**src/rtl/bloom_access_ctrl_pkg.sv**
```systemverilog
`default_nettype none
// ============================================================================
//  Module      : bloom_access_ctrl_pkg
//  Description : Shared definitions for the bloom-filter SRAM access
//                controller: FSM state encodings, slot-word field positions
//                and the default SRAM word width.
//  Revision    : 1.0  initial release
// ============================================================================
package bloom_access_ctrl_pkg;

  typedef enum logic [3:0] {
    S_IDLE     = 4'd0,
    S_WR0      = 4'd1,
    S_WR1      = 4'd2,
    S_RD0      = 4'd3,
    S_RD0_WAIT = 4'd4,
    S_RD1      = 4'd5,
    S_RD1_WAIT = 4'd6,
    S_EVAL     = 4'd7,
    S_CLR0     = 4'd8,
    S_CLR1     = 4'd9,
    S_SWEEP    = 4'd10
  } state_t;

  // Slot word: [35] valid, [34:32] zero, [31:0] timestamp
  localparam int VALID_BIT           = 35;
  localparam int TS_MSB              = 31;
  localparam int DEF_SRAM_DATA_WIDTH = 36;

endpackage
`default_nettype wire

```
**src/rtl/bloom_access_ctrl_sweeper.sv**
```systemverilog
`default_nettype none
// ============================================================================
//  Module      : bloom_access_ctrl_sweeper
//  Description : Background aging for the bloom table. Counts cycles the
//                controller spends in IDLE; after SWEEP_PERIOD of them it
//                raises sweep_pending until the controller reports that the
//                zeroing write to sweep_addr completed, then advances the
//                address (wrapping over the whole SRAM).
//  Ports       : clk, reset         - clock, async active-high reset
//                in_idle            - controller is in IDLE this cycle
//                sweep_done         - sweep write acknowledged this cycle
//                sweep_pending      - registered pending flag
//                sweep_pending_next - next-state value of the pending flag
//                sweep_addr         - address of the next slot to clear
//  Revision    : 1.0  initial release
// ============================================================================
module bloom_access_ctrl_sweeper #(
  parameter int SRAM_ADDR_WIDTH = 19,
  parameter int SWEEP_PERIOD    = 1024
) (
  input  logic                       clk,
  input  logic                       reset,
  input  logic                       in_idle,
  input  logic                       sweep_done,
  output logic                       sweep_pending,
  output logic                       sweep_pending_next,
  output logic [SRAM_ADDR_WIDTH-1:0] sweep_addr
);

  localparam int CNT_W = $clog2(SWEEP_PERIOD + 1);

  logic [CNT_W-1:0]           idle_cnt_q, idle_cnt_d;
  logic                       pending_q, pending_d;
  logic [SRAM_ADDR_WIDTH-1:0] addr_q, addr_d;

  always_comb begin
    idle_cnt_d = idle_cnt_q;
    pending_d  = pending_q;
    addr_d     = addr_q;
    if (sweep_done) begin
      pending_d = 1'b0;
      addr_d    = addr_q + SRAM_ADDR_WIDTH'(1);
    end else if (in_idle && !pending_q) begin
      // Counter is frozen while a sweep is owed so periods never stack up.
      if (idle_cnt_q == CNT_W'(SWEEP_PERIOD - 1)) begin
        idle_cnt_d = '0;
        pending_d  = 1'b1;
      end else begin
        idle_cnt_d = idle_cnt_q + CNT_W'(1);
      end
    end
  end

  always_ff @(posedge clk or posedge reset) begin
    if (reset) begin
      idle_cnt_q <= '0;
      pending_q  <= 1'b0;
      addr_q     <= '0;
    end else begin
      idle_cnt_q <= idle_cnt_d;
      pending_q  <= pending_d;
      addr_q     <= addr_d;
    end
  end

  assign sweep_pending      = pending_q;
  assign sweep_pending_next = pending_d;
  assign sweep_addr         = addr_q;

endmodule
`default_nettype wire

```
**src/rtl/bloom_access_ctrl.sv**
```systemverilog
`default_nettype none
// ============================================================================
//  Module      : bloom_access_ctrl
//  Description : Sequences all accesses to the bloom-filter SRAM on behalf of
//                the TCP tuple parser. Inserts stamp both hashed slots with
//                the acceptance timestamp; lookups read both slots and, when
//                both are valid, report an RTT sample and clear the slots.
//  Ports       : clk, reset                 - clock, async active-high reset
//                bloom_wr/bloom_rdy         - request handshake
//                index_0/index_1/pkt_is_ack - request payload
//                sram_*                     - off-chip SRAM port (req/ack,
//                                             read data with rd_vld)
//                rtt_valid/rtt_value        - RTT sample strobe and value
//                num_inserts/matches/misses - statistics counters
//  Option      : define BLOOM_ACCESS_CTRL_SWEEP_EN to enable periodic aging
//                writes through bloom_access_ctrl_sweeper.
//  Revision    : 1.0  initial release
// ============================================================================
module bloom_access_ctrl
  import bloom_access_ctrl_pkg::*;
#(
  parameter int SRAM_ADDR_WIDTH = 19,
  parameter int HASH_BITS       = SRAM_ADDR_WIDTH,
  parameter int SRAM_DATA_WIDTH = DEF_SRAM_DATA_WIDTH,
  parameter int TS_WIDTH        = 32,
  parameter int SWEEP_PERIOD    = 1024
) (
  input  logic                       clk,
  input  logic                       reset,
  input  logic                       bloom_wr,
  output logic                       bloom_rdy,
  input  logic [HASH_BITS-1:0]       index_0,
  input  logic [HASH_BITS-1:0]       index_1,
  input  logic                       pkt_is_ack,
  output logic                       sram_req,
  output logic                       sram_rd_wr_L,
  output logic [SRAM_ADDR_WIDTH-1:0] sram_addr,
  output logic [SRAM_DATA_WIDTH-1:0] sram_wr_data,
  input  logic                       sram_ack,
  input  logic [SRAM_DATA_WIDTH-1:0] sram_rd_data,
  input  logic                       sram_rd_vld,
  output logic                       rtt_valid,
  output logic [TS_WIDTH-1:0]        rtt_value,
  output logic [31:0]                num_inserts,
  output logic [31:0]                num_matches,
  output logic [31:0]                num_misses
);

  state_t                     state_q, state_d;
  logic                       bloom_rdy_q, bloom_rdy_d;
  logic                       sram_req_q, sram_req_d;
  logic                       sram_rd_wr_l_q, sram_rd_wr_l_d;
  logic [SRAM_ADDR_WIDTH-1:0] sram_addr_q, sram_addr_d;
  logic [SRAM_DATA_WIDTH-1:0] sram_wr_data_q, sram_wr_data_d;
  logic [SRAM_ADDR_WIDTH-1:0] idx0_q, idx0_d, idx1_q, idx1_d;
  logic [TS_WIDTH-1:0]        ts_q, ts_d, ts_req_q, ts_req_d;
  logic                       w0_valid_q, w0_valid_d;
  logic [TS_WIDTH-1:0]        w0_ts_q, w0_ts_d;
  logic                       rtt_valid_q, rtt_valid_d;
  logic [TS_WIDTH-1:0]        rtt_value_q, rtt_value_d;
  logic [31:0]                num_inserts_q, num_inserts_d;
  logic [31:0]                num_matches_q, num_matches_d;
  logic [31:0]                num_misses_q, num_misses_d;

  logic                       sweep_pending, sweep_pending_next;
  logic [SRAM_ADDR_WIDTH-1:0] sweep_addr;

`ifdef BLOOM_ACCESS_CTRL_SWEEP_EN
  logic sweep_done;
  assign sweep_done = (state_q == S_SWEEP) && sram_ack;

  bloom_access_ctrl_sweeper #(
    .SRAM_ADDR_WIDTH (SRAM_ADDR_WIDTH),
    .SWEEP_PERIOD    (SWEEP_PERIOD)
  ) u_sweeper (
    .clk                (clk),
    .reset              (reset),
    .in_idle            (state_q == S_IDLE),
    .sweep_done         (sweep_done),
    .sweep_pending      (sweep_pending),
    .sweep_pending_next (sweep_pending_next),
    .sweep_addr         (sweep_addr)
  );
`else
  assign sweep_pending      = 1'b0;
  assign sweep_pending_next = 1'b0;
  assign sweep_addr         = '0;
  logic unused_sweep_cfg;
  assign unused_sweep_cfg = (SWEEP_PERIOD != 0);
`endif

  // Only the valid bit and timestamp of a read word carry information.
  logic unused_rd_bits;
  assign unused_rd_bits = ^sram_rd_data[VALID_BIT-1:TS_MSB+1];

  // Ages are taken against the lookup's own acceptance timestamp, so the RTT
  // is the packet-to-packet gap independent of SRAM wait states. Modular
  // subtraction keeps the result correct across a timestamp wrap.
  logic [TS_WIDTH-1:0] age0, age1;
  logic                hit;
  assign age0 = ts_req_q - w0_ts_q;
  assign age1 = ts_req_q - TS_WIDTH'(sram_rd_data[TS_MSB:0]);
  assign hit  = w0_valid_q && sram_rd_data[VALID_BIT];

  always_comb begin
    state_d        = state_q;
    sram_req_d     = sram_req_q;
    sram_rd_wr_l_d = sram_rd_wr_l_q;
    sram_addr_d    = sram_addr_q;
    sram_wr_data_d = sram_wr_data_q;
    idx0_d         = idx0_q;
    idx1_d         = idx1_q;
    ts_d           = ts_q + TS_WIDTH'(1);
    ts_req_d       = ts_req_q;
    w0_valid_d     = w0_valid_q;
    w0_ts_d        = w0_ts_q;
    rtt_valid_d    = 1'b0;
    rtt_value_d    = rtt_value_q;
    num_inserts_d  = num_inserts_q;
    num_matches_d  = num_matches_q;
    num_misses_d   = num_misses_q;

    case (state_q)
      S_IDLE: begin
        if (bloom_wr && bloom_rdy_q) begin
          idx0_d      = SRAM_ADDR_WIDTH'(index_0);
          idx1_d      = SRAM_ADDR_WIDTH'(index_1);
          ts_req_d    = ts_q;
          sram_req_d  = 1'b1;
          sram_addr_d = SRAM_ADDR_WIDTH'(index_0);
          if (pkt_is_ack) begin
            state_d        = S_RD0;
            sram_rd_wr_l_d = 1'b1;
          end else begin
            state_d        = S_WR0;
            sram_rd_wr_l_d = 1'b0;
            sram_wr_data_d = {1'b1, {(SRAM_DATA_WIDTH-TS_WIDTH-1){1'b0}}, ts_q};
            num_inserts_d  = num_inserts_q + 32'd1;
          end
        end else if (sweep_pending) begin
          state_d        = S_SWEEP;
          sram_req_d     = 1'b1;
          sram_rd_wr_l_d = 1'b0;
          sram_addr_d    = sweep_addr;
          sram_wr_data_d = '0;
        end
      end
      // Second write reuses the held data word, only the address moves.
      S_WR0: if (sram_ack) begin
        state_d     = S_WR1;
        sram_addr_d = idx1_q;
      end
      S_WR1, S_CLR1, S_SWEEP: if (sram_ack) begin
        state_d    = S_IDLE;
        sram_req_d = 1'b0;
      end
      S_RD0: if (sram_ack) begin
        state_d    = S_RD0_WAIT;
        sram_req_d = 1'b0;
      end
      S_RD0_WAIT: if (sram_rd_vld) begin
        w0_valid_d  = sram_rd_data[VALID_BIT];
        w0_ts_d     = TS_WIDTH'(sram_rd_data[TS_MSB:0]);
        state_d     = S_RD1;
        sram_req_d  = 1'b1;
        sram_addr_d = idx1_q;
      end
      S_RD1: if (sram_ack) begin
        state_d    = S_RD1_WAIT;
        sram_req_d = 1'b0;
      end
      S_RD1_WAIT: if (sram_rd_vld) begin
        state_d = S_EVAL;
        if (hit) begin
          rtt_valid_d   = 1'b1;
          rtt_value_d   = (age0 > age1) ? age0 : age1;
          num_matches_d = num_matches_q + 32'd1;
        end else begin
          num_misses_d  = num_misses_q + 32'd1;
        end
      end
      // rtt_valid_q doubles as the registered hit flag for this cycle.
      S_EVAL: begin
        if (rtt_valid_q) begin
          state_d        = S_CLR0;
          sram_req_d     = 1'b1;
          sram_rd_wr_l_d = 1'b0;
          sram_addr_d    = idx0_q;
          sram_wr_data_d = '0;
        end else begin
          state_d = S_IDLE;
        end
      end
      S_CLR0: if (sram_ack) begin
        state_d     = S_CLR1;
        sram_addr_d = idx1_q;
      end
      default: begin
        state_d    = S_IDLE;
        sram_req_d = 1'b0;
      end
    endcase
  end

  wire bloom_rdy_next = (state_d == S_IDLE) && !sweep_pending_next;
  always_comb bloom_rdy_d = bloom_rdy_next;

  always_ff @(posedge clk or posedge reset) begin
    if (reset) begin
      state_q        <= S_IDLE;
      bloom_rdy_q    <= 1'b1;
      sram_req_q     <= 1'b0;
      sram_rd_wr_l_q <= 1'b0;
      sram_addr_q    <= '0;
      sram_wr_data_q <= '0;
      idx0_q         <= '0;
      idx1_q         <= '0;
      ts_q           <= '0;
      ts_req_q       <= '0;
      w0_valid_q     <= 1'b0;
      w0_ts_q        <= '0;
      rtt_valid_q    <= 1'b0;
      rtt_value_q    <= '0;
      num_inserts_q  <= '0;
      num_matches_q  <= '0;
      num_misses_q   <= '0;
    end else begin
      state_q        <= state_d;
      bloom_rdy_q    <= bloom_rdy_d;
      sram_req_q     <= sram_req_d;
      sram_rd_wr_l_q <= sram_rd_wr_l_d;
      sram_addr_q    <= sram_addr_d;
      sram_wr_data_q <= sram_wr_data_d;
      idx0_q         <= idx0_d;
      idx1_q         <= idx1_d;
      ts_q           <= ts_d;
      ts_req_q       <= ts_req_d;
      w0_valid_q     <= w0_valid_d;
      w0_ts_q        <= w0_ts_d;
      rtt_valid_q    <= rtt_valid_d;
      rtt_value_q    <= rtt_value_d;
      num_inserts_q  <= num_inserts_d;
      num_matches_q  <= num_matches_d;
      num_misses_q   <= num_misses_d;
    end
  end

  assign bloom_rdy    = bloom_rdy_q;
  assign sram_req     = sram_req_q;
  assign sram_rd_wr_L = sram_rd_wr_l_q;
  assign sram_addr    = sram_addr_q;
  assign sram_wr_data = sram_wr_data_q;
  assign rtt_valid    = rtt_valid_q;
  assign rtt_value    = rtt_value_q;
  assign num_inserts  = num_inserts_q;
  assign num_matches  = num_matches_q;
  assign num_misses   = num_misses_q;

endmodule
`default_nettype wire
```
**config.mk**
```make
export PLATFORM = sky130hd
export DESIGN_NAME = bloom_access_ctrl
export DESIGN_NICKNAME = d
export VERILOG_FILES = /design/src/rtl/bloom_access_ctrl_pkg.sv /design/src/rtl/bloom_access_ctrl_sweeper.sv /design/src/rtl/bloom_access_ctrl.sv
export SDC_FILE = /design/constraint.sdc
export NUM_CORES = 1
export LEC_CHECK = 0
export ABC_AREA = 1
export CORE_ASPECT_RATIO = 1.2
export CORE_MARGIN = 2
export CORE_UTILIZATION = 50
export DETAILED_ROUTE_END_ITERATION = 7
export GPL_TIMING_DRIVEN = 1
export MAX_ROUTING_LAYER = met4
export PLACE_DENSITY = 0.74
export SLEW_MARGIN = 40
export SYNTH_ARGS = -nofsm -noshare
export SYNTH_HDL_FRONTEND = slang
export SYNTH_HIERARCHICAL = 1
export SYNTH_SLANG_ARGS = --single-unit
```
**constraint.sdc**
```tcl
create_clock -name clk -period 27 [get_ports clk]
set_clock_uncertainty 0.05 [all_clocks]
set_input_delay 6.75 -clock clk [delete_from_list [all_inputs] [get_ports clk]]
set_output_delay 6.75 -clock clk [all_outputs]
set_load 0.1 [all_outputs]
```
Word-level counts from Yosys, hierarchy flattened

Index checks and enable logic that the tools add are counted.

Flip-flop bits (word level): 326

Add/sub/neg operators: 6
Magnitude comparators: 1
Equality and inequality tests: 16
Mux-type cells: 33
Bitwise logic cells: 3
Reduce and logical (&&, ||, !) cells: 19

Operator list:

| operator                                                                | number |
|---|---|
| 32-bit by 1-bit adder with 32-bit output, second input constant         | 4 |
| 36-bit 2-to-1 mux                                                       | 3 |
| 19-bit 2-to-1 mux                                                       | 4 |
| 19-bit one-hot mux with 4 select lines                                  | 1 |
| 36-bit one-hot mux with 2 select lines                                  | 1 |
| 32-bit subtractor                                                       | 2 |
| 4-bit 2-to-1 mux                                                        | 9 |
| 4-bit one-hot mux with 9 select lines                                   | 1 |
| 32-bit > comparator                                                     | 1 |
| 32-bit 2-to-1 mux                                                       | 1 |
| 4-bit by 3-bit == test with 1-bit output, second input constant         | 4 |
| 4-bit == test, second input constant                                    | 3 |
| 3-bit AND reduction                                                     | 4 |
| 1-bit 2-to-1 mux                                                        | 10 |
| 5-bit AND reduction                                                     | 2 |
| 4-bit by 2-bit == test with 1-bit output, second input constant         | 2 |
| 4-bit zero test                                                         | 2 |
| 2-bit inequality test, second input constant                            | 4 |
| 3-bit OR reduction                                                      | 2 |
| 1-bit one-hot mux with 5 select lines                                   | 1 |
| 5-bit OR reduction                                                      | 1 |
| 4-bit by 1-bit == test with 1-bit output, second input constant         | 1 |
| 2-bit by 1-bit inequality test with 1-bit output, second input constant | 2 |
| 2-bit AND reduction                                                     | 2 |
| other kinds (8)                                                         | 11 |

Longest topological paths before layout

Gate-level depths: netlist of run 1.

Depth in word-level cells: 4
Mapped depth: 27
Depth with buffers taken out: 26

Worst setup path after synthesis of run 1

Ideal clock, no wire load.

Path kind: input port to flip-flop
From: input port sram_rd_data[0]
To: register rtt_value_q[11] (netlist: rtt_value[11])
Library setup time: 0.120 ns
Arrival: 9.372 ns
Data required time: 26.830 ns
Setup slack: 17.458 ns
Cell stages on the path: 21
Path buffers: 1
Path through: ha_1 fa_1 inv_1 nand3_1 nand3_1 nand3_1 nand3_1 nand2_1 nand3b_1 nand2_1 ha_1 nand2_1 nor2_1 nand2_1 nor2_1 nand2_1 nand2_1 buf_1 nand3_1 nand3_1 nand2_1

Cells in the longest elaborated chain, start to end: 3

RTL lines:

| item                 | RTL line                 | text |
|---|---|---|
| from (decl)          | bloom_access_ctrl.sv:40  | `input logic [SRAM_DATA_WIDTH-1:0] sram_rd_data,` |
| 32-bit subtractor *  | bloom_access_ctrl.sv:102 | `assign age1 = ts_req_q - TS_WIDTH'(sram_rd_data[TS_MSB:0]);` |
| 32-bit > comparator  | bloom_access_ctrl.sv:176 | `rtt_value_d = (age0 > age1) ? age0 : age1;` |
| 32-bit 2-to-1 mux *  | bloom_access_ctrl.sv:176 |  |
| to (signal assigned) | bloom_access_ctrl.sv:241 | `rtt_value_q <= rtt_value_d;` |
| to (decl)            | bloom_access_ctrl.sv:60  | `logic [TS_WIDTH-1:0] rtt_value_q, rtt_value_d;` |

Mark *: on every way between the ends. The rest lies on a longest branch, timed or not.
A chain may end at the register's enable or synchronous reset.

Worst setup path in the final report of run 1

From: input port sram_rd_data[0]
To: register rtt_value_q[28] (netlist: rtt_value[28])

The elaborated chain is that of the path after synthesis.

==> results_dict.tcl, run 1 <==
set metrics [dict create \
    status "finished clean" \
    synth_seq_cells 323 \
    cp-start-kind "input port" \
    antenna_found_initial 4 \
    setup_viol 0 \
    drt-total-wl_um 53200 \
    dieArea_sq_um 41500 \
    syn_avg_cell_area_sq_um 7.37 \
    synth_warnings 6 \
    routed_via_density 5.03 \
    period_minus_slack_ns 10.54 \
    cp_top_family "simple AND/OR/NAND/NOR gates" \
    num_rows 80 \
    leakagePower_nw 13.1 \
    drv_cap 0 \
    r2r_start "ts_req_q[0]$_DFFE_PP0P_" \
    slew_headroom_pct 55.1 \
    vias 17700 \
    dr.pass1.iters 5 \
    clkLatencyLatePin_ns 0.54 \
    fin_crit_sh_pct 39.0 \
    grt_max_degree 118 \
    grt_pass1_vias 17400 \
    fillers 3776 \
    ys_seq_area_share_pct 40.5 \
    powerDensity_nw_per_um2 99.1 \
    cts.clk_slew.worst_paths_ns 0.06 \
    routed.top_layer "met4" \
    htreeDepth 2 \
    synth_area_sq_um 19900 \
    cp-end-kind "flip-flop" \
    start_util_pct 50.5 \
    critical-path-slowest-cell "nand2_2" \
    clockRootBuffer "clkbuf_16" \
    ir_drop_v 0.0000799 \
    setup_tns_ns 0 \
    synth_edf_count 0 \
    synth_area_leaders "dfrtp_1 40%, nand2_1 17%, inv_1 8.5%, ha_1 6.1%, xor2_1 4.0%" \
    drc 0 \
    path_class "in2reg" \
    required_ns 27.36 \
    cts_hold_buf 0 \
    drive_gt1_share_pct 10.7 \
    globalplace.congestion 0.951 \
    slowest_delay_ns 0.48 \
    synth.most_common_cell "nand2_1" \
    grt_remaining_overflow 0 \
    critical_path_arrival_ns 10.90 \
    cts_tree "built" \
    core-area_sq_um 39500 \
    area_delta_synth_final_pct 17.4 \
    whs_ns 0.417 \
    path_max_fanout 32 \
    netlist_top_cells_count "911 x nand2_1, 452 x inv_1, 322 x dfrtp_1" \
    hold_viol_final 0 \
    cts_max_path_buffers 3 \
    yosys.area.top_type "dfrtp_1" \
    cts_buffers 34 \
    wl_met1_um 23000 \
    wl_met2_um 25500 \
    path_cells "clkdlybuf4s50_1 > ha_1 > fa_1 > inv_1 > nand3_1 > nand3_1 > nand3_1 > nand3_1 > nand2_1 > nand3b_1 > nand2_1 > ha_1 > nand2_1 > nor2_1 > nand2_1 > nor2_1 > nand3_1 > buf_4 > nand2_2 > nand2_1 > nand3_1 > nand2_1" \
    grt_use_total_pct 26.5 \
    hp-start "num_matches[31]$_DFFE_PP0P_" \
    final_nets 3139 \
    slew_viol_final 0 \
    rsz0062_at_grt "no" \
    fmax_mhz 94.9 \
    wl_met3_um 2980 \
    postCtsSetupRepairBufs 0 \
    cp.buffers_inverters 3 \
    pin_count 267 \
    io_buffers 260 \
    critPathLaunch "sram_rd_data[0]" \
    synthDistinctLibCells 53 \
    wire_per_inst_um 15.1 \
    grt_pass1_wl_um 86700 \
    cts.repair.resized 0 \
    die-width_um 186 \
    die_y_um 223 \
    min_path_type "reg2reg" \
    ys_async_sr_fraction_pct 100 \
    ys_dominant_reg_cell "dfrtp_1" \
    worst_pin_slew_ns 0.674 \
    ant_nets 0 \
    dp_hpwl_um 41400 \
    syn_inst 2706 \
    drt_iter0_drc 831 \
    yosysTopAreaCellShare_pct 40.4 \
    clkSinkCount 323 \
]
## path summary, 6_finish.rpt
check                                               to  slack, ns  depth (start not counted)
hold reg to reg            num_matches[31]$_DFFE_PP0P_       0.42                          1
setup / recovery             rtt_value[28]$_DFFE_PP0P_      16.46                         22
setup reg to reg             rtt_value[28]$_DFFE_PP0P_      22.59                         25
hold / removal             num_matches[31]$_DFFE_PP0P_       0.42                          1
max in group asynchronous      w0_ts_q[20]$_DFFE_PP0P_      19.07                          3
min in group asynchronous   num_misses[18]$_DFFE_PP0P_       6.67                          2
## cell usage in the layout (no fill, tap or decap), drive strengths merged, types with 2 or more instances in the layout
cell           instances
nand2                921
inv                  459
dfrtp                322
nor2                 207
buf                  194
nand3                155
ha                    98
xor2                  92
o21ai                 80
clkdlybuf4s50         76
xnor2                 63
a21oi                 59
clkbuf                49
nor3                  41
nand4                 34
o22ai                 33
nand3b                21
a31oi                 20
a22oi                 14
nor4                   9
bufinv                 6
clkinv                 5
diode                  4
mux2                   4
o21bai                 3
conb                   3
a21o                   2
o21a                   2
and2                   2
fa                     2
## per-stage QoR
| stage | util [%] | area (sq um) | cells | total power, mW | worst slack, ns |
|---|---|---|---|---|---|
| CTS | 59.1 | 23400 | 3517 | 2.33 | 16.53 |
| floorplan | - | 20000 | 2708 | 1.57 | 11.26 |
| detailed placement | 56.0 | 22100 | 3456 | 1.81 | 15.97 |
| global placement | 58.3 | 23100 | 3456 | 1.82 | 15.72 |
| finish | 59.2 | 23400 | 3521 | 2.32 | 16.46 |
| global route | 59.2 | 23400 | 3521 | 2.48 | 16.20 |
## kinds of logic after synthesis
logic type                 after synthesis  share of synthesized area [%]
adders and majority gates              100                           6.35
and+or+nand+nor                       1393                           30.0
DFF                                    323                           40.5
buffers and inverters                  514                           9.94
other                                    1                         0.0188
xor gates and xnor gates               155                           6.81
AOI/OAI and AO/OA                      216                           6.18
muxes                                    4                          0.226
## sequential cells by signal (all words and copies together) (netlist names), 4 cells and up
| register | count |
|---|---|
| num_inserts | 32 |
| state_q | 4 |
| idx1_q | 19 |
| num_matches | 32 |
| idx0_q | 19 |
| ts_q | 32 |
| sram_addr | 19 |
| num_misses | 32 |
| w0_ts_q | 32 |
| rtt_value | 32 |
| ts_req_q | 32 |
| sram_wr_data | 33 |
## final cells by class
type	instances	area [sq um]	area share [%]
Clock buffer	49	1010	4.31
Sequential cell	323	8080	34.5
Antenna cell	4	10.0	0.0428
Clock inverter	12	231	0.989
Timing Repair Buffer	270	1770	7.55
Inverter	459	1740	7.42
Tap cell	533	667	2.85
Multi-Input combinational cell	1871	9910	42.3
## power by group
group          internal [mW]  total [mW]  switching (mW)  leakage [nW]
combinational          0.298        1.15           0.852          8.22
sequential             0.588       0.653          0.0649          4.24
clock                  0.319       0.518           0.199         0.607
total                   1.21        2.32            1.12          13.1
## per-layer routing
layer | GRT usage, % | up-vias
li1 | - | 8928
met1 | 32.5 | 8243
met2 | 44.5 | 449
met3 | 4.75 | 99
met4 | 8.39 | 0
met5 | - | -
No activity file was read; power rests on OpenSTA's default activity.
==> inputs of run 2 (changes only) <==
==> constraint.sdc (replaced) <==
create_clock -name clk -period 9.9 [get_ports clk]
set_clock_uncertainty 0.05 [all_clocks]
set_input_delay 2.475 -clock clk [delete_from_list [all_inputs] [get_ports clk]]
set_output_delay 2.475 -clock clk [all_outputs]
set_load 0.1 [all_outputs]
==> run 2 against run 1 <==
  * Combinational power increased to 2.7 times the previous value
  * Design area hardly changed
  * Routed wire length is 1.2% lower
  * Critical path depth unchanged
  * Global-route usage down 0.51 points
  * Largest power group unchanged
  * Clock power grew to 2.6 times the previous value
  * Highest routed layer unchanged
==> results_dict.tcl, run 2 (synthesized netlist as in run 1, its figures left out) <==
set metrics [dict create \
    place_area_sq_um 22200 \
    drt_iter0_drc 1006 \
    cp-start-kind "input port" \
    p_int_mw 3.23 \
    dp_cells 3457 \
    path_cells "clkdlybuf4s50_1 > ha_1 > fa_1 > inv_1 > nand3_1 > nand3_1 > nand3_1 > nand3_1 > nand2_1 > nand3b_1 > nand2_1 > ha_1 > nand2_1 > nor2_1 > nand2_1 > nor2_1 > nand3_1 > buf_4 > nand2_2 > nand2_1 > nand3_1 > nand2_1" \
    cp-end-kind "flip-flop" \
    postCtsSetupRepairBufs 0 \
    fillers 3697 \
    status "finished clean" \
    path_class "in2reg" \
    seqPwrFrac_pct 28.4 \
    clkSinkCount 323 \
    r2r_start "ts_req_q[0]$_DFFE_PP0P_" \
    slew_headroom_pct 58.8 \
    dieArea_sq_um 41500 \
    die-width_um 186 \
    power_switching_mw 3.05 \
    htreeDepth 2 \
    globalplace.congestion 0.950 \
    final_nets 3142 \
    setup_viol 0 \
    core-area_sq_um 39500 \
    hold_viol_final 0 \
    grt_remaining_overflow 0 \
    leakagePower_nw 13.1 \
    critPathLaunch "sram_rd_data[0]" \
    num_rows 80 \
    drv_cap 0 \
    clkLatencyLatePin_ns 0.54 \
    wire_per_inst_um 14.9 \
    hp-start "num_matches[31]$_DFFE_PP0P_" \
    worst_pin_slew_ns 0.617 \
    grt_pass1_wl_um 85500 \
    cts_tree "built" \
    min_path_type "reg2reg" \
    slowest_delay_ns 0.48 \
    drt-total-wl_um 52500 \
    ant_nets 0 \
    period_minus_slack_ns 6.24 \
    fmax_mhz 160 \
    layout_commonest_cell "nand2_1" \
    clockPowerShare_pct 21.4 \
    cts.repair.resized 0 \
    fin_crit_sh_pct 63.0 \
    cts_max_path_buffers 3 \
    p_comb_share_pct 50.1 \
    final_area_sq_um 23400 \
    grt_pass1_vias 17200 \
    io_buffers 260 \
    start_util_pct 50.5 \
    routed_via_density 5.03 \
    cts.clk_slew.worst_paths_ns 0.06 \
    grt_max_degree 147 \
    multi_input_area_sq_um 9910 \
    rsz0062_at_grt "no" \
    cts_buffers 34 \
    clockRootBuffer "clkbuf_16" \
    mostFrequentLayoutCells "909 x nand2_1, 451 x inv_1, 322 x dfrtp_1, 184 x buf_2, 183 x nor2_1" \
    powerDensity_nw_per_um2 268 \
    drc 0 \
    instances_no_fill 3522 \
    largest_reg_flops 33 \
    required_ns 10.27 \
    antenna_found_initial 2 \
    vias 17700 \
    path_max_fanout 32 \
    die_y_um 223 \
    slew_viol_final 0 \
    critical_path_arrival_ns 6.61 \
    switching_share_pct 48.5 \
    pin_count 267 \
    dr.pass1.iters 5 \
    drive_gt1_share_pct 10.8 \
    area_delta_synth_final_pct 17.4 \
    ir_drop_v 0.000244 \
    seqCellArea_sq_um 8080 \
    critical-path-slowest-cell "nand2_2" \
    dp_hpwl_um 41200 \
    grt_use_total_pct 26.0 \
    setup_tns_ns 0 \
    cts_hold_buf 0 \
]
run 2: worst paths after layout:
path | to | slack, ns | depth (start not counted)
worst max-delay path | rtt_value[31]$_DFFE_PP0P_ | 3.66 | 22
worst min-delay path | num_matches[31]$_DFFE_PP0P_ | 0.41 | 1
worst max register to register | rtt_value[31]$_DFFE_PP0P_ | 5.53 | 25
worst min register to register | num_matches[31]$_DFFE_PP0P_ | 0.41 | 1
max in group asynchronous | idx0_q[15]$_DFFE_PP0P_ | 6.14 | 5
min in group asynchronous | num_inserts[5]$_DFFE_PP0P_ | 2.31 | 3
run 2: per-stage QoR:
stage                     setup slack [ns]  utilization, %  power (mW)  hold WS [ns]
after global routing                  3.33            59.2        6.70         0.444
after floorplan                       3.07               -        4.30         0.392
after detailed placement              3.16            56.0        4.94         0.409
after global placement                2.91            58.4        4.97         0.404
final                                 3.66            59.2        6.27         0.415
after CTS                             3.72            59.1        6.30         0.414
run 2: cell type report:
type / count / area share (%)
Antenna cell: 2 / 0.0214
Clock buffer: 48 / 4.20
Clock inverter: 13 / 0.924
Inverter: 459 / 7.38
Multi-Input combinational cell: 1871 / 42.3
Sequential cell: 323 / 34.5
Tap cell: 533 / 2.85
Timing Repair Buffer: 273 / 7.82
run 2: critical path: cells and delay by family:
family,cells,cell delay [ns]
and+or+nand+nor,16,2.35
adders and majority gates,3,0.96
buffers and inverters,3,0.80
run 2: power groups by stage:
stage	clock [mW]	sequential, mW	combinational, mW
3_5_place_dp	0	1.80	3.14
5_1_grt	1.43	1.82	3.45
4_1_cts	1.37	1.78	3.14
3_3_place_gp	0	1.80	3.18
6_report	1.35	1.78	3.15
2_1_floorplan	0	2.66	1.64
run 2: metal layers:
metal  share of wire [%]  up-vias  GRT usage [%]  routed length, um
met5                   0        -              -                  0
met4                 2.5        0           7.38               1330
met3                 5.5       80           4.64               2890
met2                  49      424           44.3              25600
met1                  43     8267           31.7              22700
li1                    -     8930              -                  -
==> inputs of run 3 (changes only) <==
--- a/config.mk
+++ b/config.mk
@@ -12,7 +12,7 @@
 export DETAILED_ROUTE_END_ITERATION = 7
 export GPL_TIMING_DRIVEN = 1
 export MAX_ROUTING_LAYER = met4
-export PLACE_DENSITY = 0.74
+export PLACE_DENSITY = 0.76
 export SLEW_MARGIN = 40
 export SYNTH_ARGS = -nofsm -noshare
 export SYNTH_HDL_FRONTEND = slang
==> constraint.sdc (replaced) <==
create_clock -name clk -period 5.55 [get_ports clk]
set_clock_uncertainty 0.05 [all_clocks]
set_input_delay 1.3875 -clock clk [delete_from_list [all_inputs] [get_ports clk]]
set_output_delay 1.3875 -clock clk [all_outputs]
set_load 0.1 [all_outputs]
==> run 3 against run 2 <==
  * Clock-buffer cell count fell by 6
  * First-iteration DRC count fell by 10%
  * Via count rose by 0.42%
  * Die area did not move
  * Critical endpoint is now rtt_value[30]$_DFFE_PP0P_
  * Largest power group unchanged
  * Highest routed layer unchanged
==> results_dict.tcl, run 3 (synthesized netlist as in run 1, its figures left out) <==
set metrics [dict create \
    grt_pass1_wl_um 87200 \
    reg2reg_slack_ns 1.34 \
    power.total_mw 11.2 \
    grtUsageMet1_pct 32.3 \
    status "finished clean" \
    path_class "in2reg" \
    dp_hpwl_um 41500 \
    cts_max_path_buffers 3 \
    setup_tns_ns 0 \
    grt_use_total_pct 26.5 \
    place_area_sq_um 22200 \
    mostFrequentLayoutCells "910 x nand2_1, 451 x inv_1, 322 x dfrtp_1, 184 x buf_2, 183 x nor2_1" \
    grt_util_met3_pct 4.88 \
    antenna_found_initial 1 \
    cts.clk_slew.worst_paths_ns 0.06 \
    worstHoldEndpoint "rtt_value[18]$_DFFE_PP0P_" \
    ant_nets 0 \
    area_delta_synth_final_pct 17.5 \
    cp_top_family "simple AND/OR/NAND/NOR gates" \
    pin_count 267 \
    cp-end-kind "flip-flop" \
    num_rows 80 \
    slowest_delay_ns 0.47 \
    grt_max_degree 92 \
    leakagePower_nw 13.1 \
    worst_hold_path.num_cells 2 \
    largest_reg_flops 33 \
    io_buffers 260 \
    drc 0 \
    fin_crit_sh_pct 89.1 \
    layout_commonest_cell "nand2_1" \
    core-area_sq_um 39500 \
    path_max_fanout 10 \
    reg2reg_depth 26 \
    vias 17800 \
    drive_gt1_share_pct 10.9 \
    hold_viol_final 0 \
    cp-start-kind "input port" \
    die_y_um 223 \
    cp.buffers_inverters 5 \
    clkSinkCount 323 \
    postCtsSetupRepairBufs 0 \
    final_area_sq_um 23400 \
    drv_cap 0 \
    start_util_pct 50.5 \
    die-width_um 186 \
    grt_remaining_overflow 0 \
    min_path_type "reg2reg" \
    rsz0062_at_grt "no" \
    critical-path-slowest-cell "a21oi_1" \
    powerDensity_nw_per_um2 480 \
    fmax_mhz 202 \
    slew_headroom_pct 58.5 \
    wire_per_inst_um 15.1 \
    final_nets 3144 \
    dr.pass1.iters 7 \
    hp-start "rtt_value[18]$_DFFE_PP0P_" \
    grt_pass1_vias 17600 \
    r2r_end "rtt_value[30]$_DFFE_PP0P_" \
    grtUsageMet2_pct 44.5 \
    slew_viol_final 0 \
    cts.repair.resized 0 \
    clkLatencyLatePin_ns 0.54 \
    clockRootBuffer "clkbuf_16" \
    cts_hold_buf 0 \
    cpMostUsedCell "nand2_1" \
    critical_path_arrival_ns 5.30 \
    required_ns 5.91 \
    drt-total-wl_um 53100 \
    drt_iter0_drc 903 \
    setup_viol 0 \
    routed_via_density 5.04 \
    dieArea_sq_um 41500 \
    whs_ns 0.421 \
    htreeDepth 2 \
    worst_pin_slew_ns 0.622 \
    globalplace.congestion 1.00 \
    r2r_start "ts_req_q[0]$_DFFE_PP0P_" \
    period_minus_slack_ns 4.95 \
    grt.busiest_layer "met2" \
    cts_buffers 34 \
    ir_drop_v 0.000350 \
    cts_tree "built" \
]
-- run 3: worst min-delay path: stages, from the launching register on --
cell and delay (ns):
dfrtp_1 0.33, nand2_1 0.05, nand2_1 0.05
-- run 3: layer usage --
metal / wire, um / part of all wire (%) / vias to the layer above
li1: - / - / 8947
met1: 22800 / 43 / 8314
met2: 25600 / 48 / 420
met3: 3010 / 5.7 / 95
met4: 1680 / 3.2 / 0
met5: 0 / 0 / -
-- run 3: worst max path at each step --
stage                                from                        end  depth (start not counted)
final                     sram_rd_data[2]  rtt_value[30]$_DFFE_PP0P_                         27
after global routing      sram_rd_data[2]  rtt_value[31]$_DFFE_PP0P_                         27
after CTS                 sram_rd_data[2]  rtt_value[25]$_DFFE_PP0P_                         27
after detailed placement  sram_rd_data[2]  rtt_value[25]$_DFFE_PP0P_                         27
after global placement    sram_rd_data[2]  rtt_value[25]$_DFFE_PP0P_                         27
after floorplan                     reset      idx0_q[0]$_DFFE_PP0P_                          1
-- run 3: metrics by stage --
step	utilization [%]	std cells	setup slack, ns
5_1_grt	59.3	3524	0.255
4_1_cts	59.3	3523	0.743
3_5_place_dp	56.2	3461	0.187
2_1_floorplan	-	2708	-0.195
6_report	59.3	3525	0.605
3_3_place_gp	58.5	3460	0.275
-- run 3: power by group --
part	switching [mW]	internal, mW	leakage, nW
logic	4.18	1.47	8.26
clock network	0.980	1.45	0.589
registers	0.311	2.86	4.24
-- run 3: area by class of cell --
type                    instances  area [sq um]
clock buffers                  42           932
well taps                     533           667
inverters                     459          1730
diodes                          2          5.00
flip-flops and latches        323          8080
fillers                      3660         16100
multi-input cells            1871          9900
repair buffers                275          1860
clock inverters                20           260
